**src/rtl/wb_trace_fifo.sv**
```systemverilog
// wb_trace_fifo: captures register-file writebacks into a FIFO and drains them
// through a valid/ready stream. The producer never stalls; writes that find the
// FIFO full are dropped and counted.
module wb_trace_fifo #(
    parameter int unsigned DEPTH   = 16,
    parameter int unsigned AW      = 4,
    parameter bit          DROP_R0 = 1'b1
) (
    input  logic          CLK,
    input  logic          RST,
    input  logic          wb_we,
    input  logic [4:0]    wb_addr,
    input  logic [31:0]   wb_data,
    input  logic          clr_ovf,
    output logic          out_valid,
    input  logic          out_ready,
    output logic [4:0]    out_addr,
    output logic [31:0]   out_data,
    output logic [AW:0]   level,
    output logic          overflow,
    output logic [15:0]   drop_cnt
);

    localparam int unsigned ADDR_W  = 5;
    localparam int unsigned DATA_W  = 32;
    localparam int unsigned ENTRY_W = ADDR_W + DATA_W;
    localparam int unsigned CNT_W   = 16;

    logic [ENTRY_W-1:0] mem [DEPTH];

    logic [AW:0]        wr_ptr;
    logic [AW:0]        rd_ptr;
    logic [AW:0]        wr_ptr_n;
    logic [AW:0]        rd_ptr_n;
    logic [AW:0]        level_n;
    logic               push_req;
    logic               push;
    logic               pop;
    logic               drop;
    logic               full;
    logic [ENTRY_W-1:0] wb_entry;
    logic [ENTRY_W-1:0] head_n;
    logic               overflow_n;
    logic [CNT_W-1:0]   drop_cnt_n;

    // Occupancy follows directly from the wrap-bit pointers.
    assign level = wr_ptr - rd_ptr;

    // Push/pop qualification, next pointers, next head entry and drop accounting.
    always_comb begin
        wb_entry   = {wb_addr, wb_data};
        push_req   = wb_we & ~(DROP_R0 && (wb_addr == ADDR_W'(0)));
        full       = (wr_ptr[AW] != rd_ptr[AW]) && (wr_ptr[AW-1:0] == rd_ptr[AW-1:0]);
        pop        = out_valid & out_ready;
        push       = push_req & (~full | pop);
        drop       = push_req & ~push;
        wr_ptr_n   = wr_ptr + (AW+1)'(push);
        rd_ptr_n   = rd_ptr + (AW+1)'(pop);
        level_n    = wr_ptr_n - rd_ptr_n;

        // The new head is the entry being written this edge when it lands at the read slot.
        if (push && (rd_ptr_n == wr_ptr)) begin
            head_n = wb_entry;
        end else begin
            head_n = mem[rd_ptr_n[AW-1:0]];
        end

        // A drop in the same cycle as a clear wins: the count restarts at one.
        overflow_n = overflow;
        drop_cnt_n = drop_cnt;
        if (drop) begin
            overflow_n = 1'b1;
            if (clr_ovf) begin
                drop_cnt_n = CNT_W'(1);
            end else if (drop_cnt != {CNT_W{1'b1}}) begin
                drop_cnt_n = drop_cnt + CNT_W'(1);
            end
        end else if (clr_ovf) begin
            overflow_n = 1'b0;
            drop_cnt_n = '0;
        end
    end

    // Entry storage; contents need no reset.
    always_ff @(posedge CLK) begin
        if (push) begin
            mem[wr_ptr[AW-1:0]] <= wb_entry;
        end
    end

    // Pointers, registered head outputs and overflow state.
    always_ff @(posedge CLK or negedge RST) begin
        if (!RST) begin
            wr_ptr    <= '0;
            rd_ptr    <= '0;
            out_valid <= 1'b0;
            out_addr  <= '0;
            out_data  <= '0;
            overflow  <= 1'b0;
            drop_cnt  <= '0;
        end else begin
            wr_ptr    <= wr_ptr_n;
            rd_ptr    <= rd_ptr_n;
            out_valid <= (level_n != '0);
            if (level_n != '0) begin
                out_addr <= head_n[ENTRY_W-1:DATA_W];
                out_data <= head_n[DATA_W-1:0];
            end
            overflow  <= overflow_n;
            drop_cnt  <= drop_cnt_n;
        end
    end

endmodule
```
**config.mk**
```make
export PLATFORM = sky130hd
export DESIGN_NAME = wb_trace_fifo
export DESIGN_NICKNAME = d
export VERILOG_FILES = /design/src/rtl/wb_trace_fifo.sv
export SDC_FILE = /design/constraint.sdc
export NUM_CORES = 1
export LEC_CHECK = 0
export ABC_AREA = 1
export BUFFER_PORTS_ARGS = -buffer_cell sky130_fd_sc_hd__buf_2
export CAP_MARGIN = 20
export CORE_UTILIZATION = 45
export DETAILED_ROUTE_END_ITERATION = 10
export PLACE_DENSITY = 0.6
export RECOVER_POWER = 100
export SLEW_MARGIN = 20
export SYNTH_ARGS = -nofsm -noshare
export SYNTH_HDL_FRONTEND = slang
export SYNTH_SLANG_ARGS = --single-unit
```
**constraint.sdc**
```tcl
create_clock -name CLK -period 4.28 [get_ports CLK]
set_input_delay 0.642 -clock CLK [delete_from_list [all_inputs] [get_ports CLK]]
set_output_delay 0.642 -clock CLK [all_outputs]
set_load 0.02 [all_outputs]
```
Yosys cells after proc, flatten, opt, wreduce, memory -nomap -nowiden
Memories as Yosys holds them, arrays and structs flattened.
Cells that the tools add are included.
Word-level totals
  ROM bits: 0
  register bits after elaboration: 65
  input bits: 42
  memory bits (writable): 592
  bits in latches: 0
  word-level logic and storage cells: 41
  output and inout bits: 60
  memories: 1
Memories
  mem: words 16, bits a word 37, read ports 1, clocked after Yosys merged registers in 0, wr ports 1, RTL line 29  | logic [ENTRY_W-1:0] mem [DEPTH];
Cells by class
  bitwise gates (word level): 8
  divide/modulo/power cells: 0
  order comparisons: 0
  reductions and logical operators: 7
  multipliers: 0
  equality and inequality tests: 4
  muxes and demuxes: 9
  add/subtract/negate cells: 5
  shift-type cells: 0
Operators with widths (number)
  $mux W16: 4
  $mux W37: 1
  $add A16 B1 Y16 const B: 1
  $ne A16 B16 Y1 const B: 1
  $add A5 B1 Y5: 2
  $sub A5 B5 Y5: 2
  $eq A5 B5 Y1: 1
  $logic_not A5 Y1: 1
  $reduce_bool A5 Y1: 1
  $and A1 B1 Y1: 4
  $eq A4 B4 Y1: 1
  $mux W1: 4
  $reduce_bool A2 Y1: 2
  $not A1 Y1: 3
  $logic_and A1 B1 Y1: 2
  $reduce_and A2 Y1: 1
  $ne A1 B1 Y1: 1
  $or A1 B1 Y1: 1

Longest topological paths before layout
  depth after elaboration: 9
  depth in mapped cells: 22
  gate-level depth less buffers: 20

Worst setup path after synthesis
OpenSTA, ideal clock, no wires.
  kind: register to register
  start: reg rd_ptr[2]
  end: mem mem[0][0] (netlist bit) (enable)
  required time: 3.849 ns
  period minus slack after synthesis: 3.497 ns
  library setup time: 0.431 ns
  arrival time: 3.065 ns
  buffers on the path: 0
  stages on the path, launching flop included: 10
  path slack: 0.783 ns
  path through: dfrtp_1 > inv_1 > ha_1 > nand2_1 > nor2_1 > nand3_1 > inv_1 > nor2_1 > nand3_1 > nor2_1
On the way
  cells in the longest elaborated chain, start to end: 7
Ends and longest elaborated chain
  start: declaration: RTL line 32  | logic [AW:0] rd_ptr;
  start signal: assignment: RTL line 103  | rd_ptr <= rd_ptr_n;
  $eq A4 B4 Y1: RTL line 53  | full = (wr_ptr[AW] != rd_ptr[AW]) && (wr_ptr[AW-1:0] == rd_ptr[AW-1:0]);
  $logic_and A1 B1 Y1: RTL line 53
  $not A1 Y1: RTL line 55  | push = push_req & (~full | pop);
  $or A1 B1 Y1: RTL line 55
  $and A1 B1 Y1: RTL line 55
  $mux W1: RTL line 86  | if (push) begin
  $mux W1 (not written as such): RTL line 87  | mem[wr_ptr[AW-1:0]] <= wb_entry;
  end: declaration: RTL line 29
No other way between the ends.

Worst setup path after layout
  start: reg rd_ptr[2]
  end: mem mem[0][18] (netlist bit) (enable)
The elaborated chain is that of the path after synthesis.

==> qor.txt <==
run status - finished, violations left
failing checks - max-capacitance violations, max-slew violations
main combinational cell family by area after synthesis - simple AND/OR/NAND/NOR gates
Routed WL - 78380 um
worst reg2reg path endpoint - mem[0][18]
Compound-Gate Fraction of Synth Area - 0.4494%
Area after DPL - 0.03102 mm2
Hold Crit Class - in2reg
Final Hold Viols - 0
gr usage total - 23.74%
vias per cell - 5.125
CORE AREA - 0.06458 mm2
Clock Path Buffers - 3
XOR/XNOR share of the synthesized area - 0.4451%
Port Buf Inserts - 101
Setup-failing EPs final - 0
met3 routed WL - 4958 um
Max H-tree Level - 3
Tightest Pin Transition - 2.314 ns
# hold bufs at CTS - 0
worst hold path cell count - 4
die width - 258.1 um
Max FO, Critical Path - 20
CP top delay family - simple AND/OR/NAND/NOR gates
Synth area leader - edfxtp_1
unrepaired setup endpoints after global routing - no
Hold Worst Slack - 0.4068 ns
starting density of the core - 45.70%
post-route design area - 0.03294 mm2
largest net degree at the start of global routing - 187
vias in the first global route - 20092
cts bufs inserted - 71
Worst IR Drop VDD - 0.8479 mV
sequential element share of the synthesized area - 65.75%
initial antenna violation count - 3
Worst EP required - 4.52 ns
Post-DP HPWL - 41440 um
leakage dissipation - 14.52 nW
critical path type - reg2reg
setup_tns - 0 ns
met2 routed WL - 37980 um
Area Growth Syn to Fin - 11.59%
R2R cell count - 10
Worst Skew - 0.02295 ns
CP Buf/Inv Count - 3
Net Count, Synth - 3134
drt wl/cell - 19.28 um
Slew Viols, Final - 340
Post-Syn Area - 0.02951 mm2
Clock Latency Late Sink - 0.62 ns
Post-route DRC - 0
post-synth top area share - 60.23%
Worst Hold Path EP - drop_cnt[10]
slew margin rel. - -54.25%
DRT met1 WL - 33310 um
Synth area leaders - edfxtp_1 60%, nand2_1 17%, nand3_1 6.7%, inv_1 5.6%, dfrtp_1 5.5%
Largest stage delay, worst path - 1.03 ns
Synth Register Bits - 657
grt ovf - 0
wire length of the first global-routing pass - 119300 um
Synth Area per Inst - 9.592 um2
Via Count - 20832
critical path's slowest cell - nor2_2
post-synthesis mux area share - 0%
maxcap violations - 8
Hold Path Origin - clr_ovf
Gate Count Post-Synth - 3077
Power Density - 756.5 mW/mm2
Synth warnings - 0
CTS root buf - clkbuf_16
initial DRC count - 1737
nets - 3214
highest routed layer - met5
Final ANT Viol Nets - 0
Yosys cell types - 30
Worst Setup SP - rd_ptr[2]
simple-gate share of the synthesized area - 24.42%
Max Clock Freq - 0.2514 GHz
I/O pins - 102
Synth Area in Adders - 0.6614%
GP Congestion - 0.8213
Critical Path Sink Type - flip-flop
TritonCTS clock tree - yes
commonest non-fill, non-tap cell in the layout - nand2_1
RR Startpoint - rd_ptr[2]
number of iterations in the first detailed-routing pass - 6
crit-path cells - inv_1, ha_1, nand2_1, nor2_1, nand3_1, inv_1, nor2_1, nand3_1, nor2_2, clkbuf_4
CTS Sinks - 657
most frequent cells in the layout - 1310 x nand2_1, 592 x edfxtp_1, 442 x inv_1
crit path DAT - 4.22 ns
R2R setup slack - 0.30 ns
crit start category - flip-flop
Worst-path clk slew - 0.06 ns
final period utilization - 92.92%
layout cells sized above 1 - 5.019%
Site Rows - 93
min Tclk post-route - 3.977 ns
die height - 258.1 um
die area - 0.06661 mm2
timing repair:
action | in CTS | in global routing
gates resized for setup | 0 | 1
buffers inserted | 0 | 0
setup endpoints to repair | 0 | 37
metal layers:
layer  global-route usage [%]  vias up
li1                         -     9956
met2                    40.03      682
met3                    3.416      148
met5                        0        -
met4                    8.054        2
met1                    31.47    10044
worst min-delay path: cells and delay by family:
kind / cells / cell delay [ns]
buf+inv: 1 / 0.18
simple gates: 3 / 0.16
where the power goes:
group          switching (mW)  internal (mW)
Sequential              0.382           7.89
Combinational            7.75           2.96
Clock                    2.45           3.49
kinds of logic (layout without fill, tap and decap cells):
group | after synthesis | in the layout
flops | 657 | 657
xor+xnor | 15 | 15
compound gates | 25 | 25
buf+inv | 595 | 726
fa+ha+maj | 15 | 15
other cells | 0 | 2
simple gates | 1770 | 1770
worst max path at each step:
stage	endpoint	slack, ns	depth (start not counted)
3_5_place_dp	out_data[9]	0.10	17
3_3_place_gp	out_data[17]	0.23	17
2_1_floorplan	mem[0][0]	0.78	9
6_report	mem[0][18]	0.30	10
4_1_cts	out_data[15]	0.19	18
5_1_grt	out_data[11]	0.09	13
metrics by stage:
stage	total power [mW]	utilization, %	std cells	setup slack, ns
6_report	24.92	51.00	4065	0.3029
5_1_grt	26.55	51.00	4065	0.09492
3_3_place_gp	19.03	48.04	3939	0.2253
4_1_cts	25.17	51.50	4063	0.1880
3_5_place_dp	19.22	48.04	3939	0.1046
2_1_floorplan	15.88	-	3077	0.7834
cell type report:
type                            instances  area, um2
Sequential cell                       657      19400
Fill cell                            5878      31650
Multi-Input combinational cell       1825       7771
Antenna cell                            2      5.005
Tap cell                              855       1070
Timing Repair Buffer                  155      762.0
Clock inverter                         26      244.0
Clock buffer                           98       1992
Inverter                              447       1688
sequential cells by signal (all words and copies together), names as in the netlist:
| register | count |
|---|---|
| out_valid | 1 |
| out_data | 32 |
| mem | 592 |
| overflow | 1 |
| out_addr | 5 |
| drop_cnt | 16 |
| wr_ptr | 5 |
| rd_ptr | 5 |
Yosys cell counts:
cell type and instances:
fa_1 1, nor3_2 2, buf_6 7, nor3_1 6, buf_1 4, inv_2 2
edfxtp_1 592, o21ai_0 7, xnor2_1 3, clkbuf_1 31, dfrtp_1 65, xor2_1 12
inv_1 443, nor2_4 1, nand3b_1 1, a21o_1 1, o21bai_1 2, ha_1 14
nor2_2 1, nand4_1 11, buf_2 96, nand3_1 395, nand2_1 1311, buf_4 10
nand2_2 2, and2_1 1, a21oi_1 8, o21ai_1 7, clkinv_1 2, nor2_1 39
(Power assumes the default switching activity.)
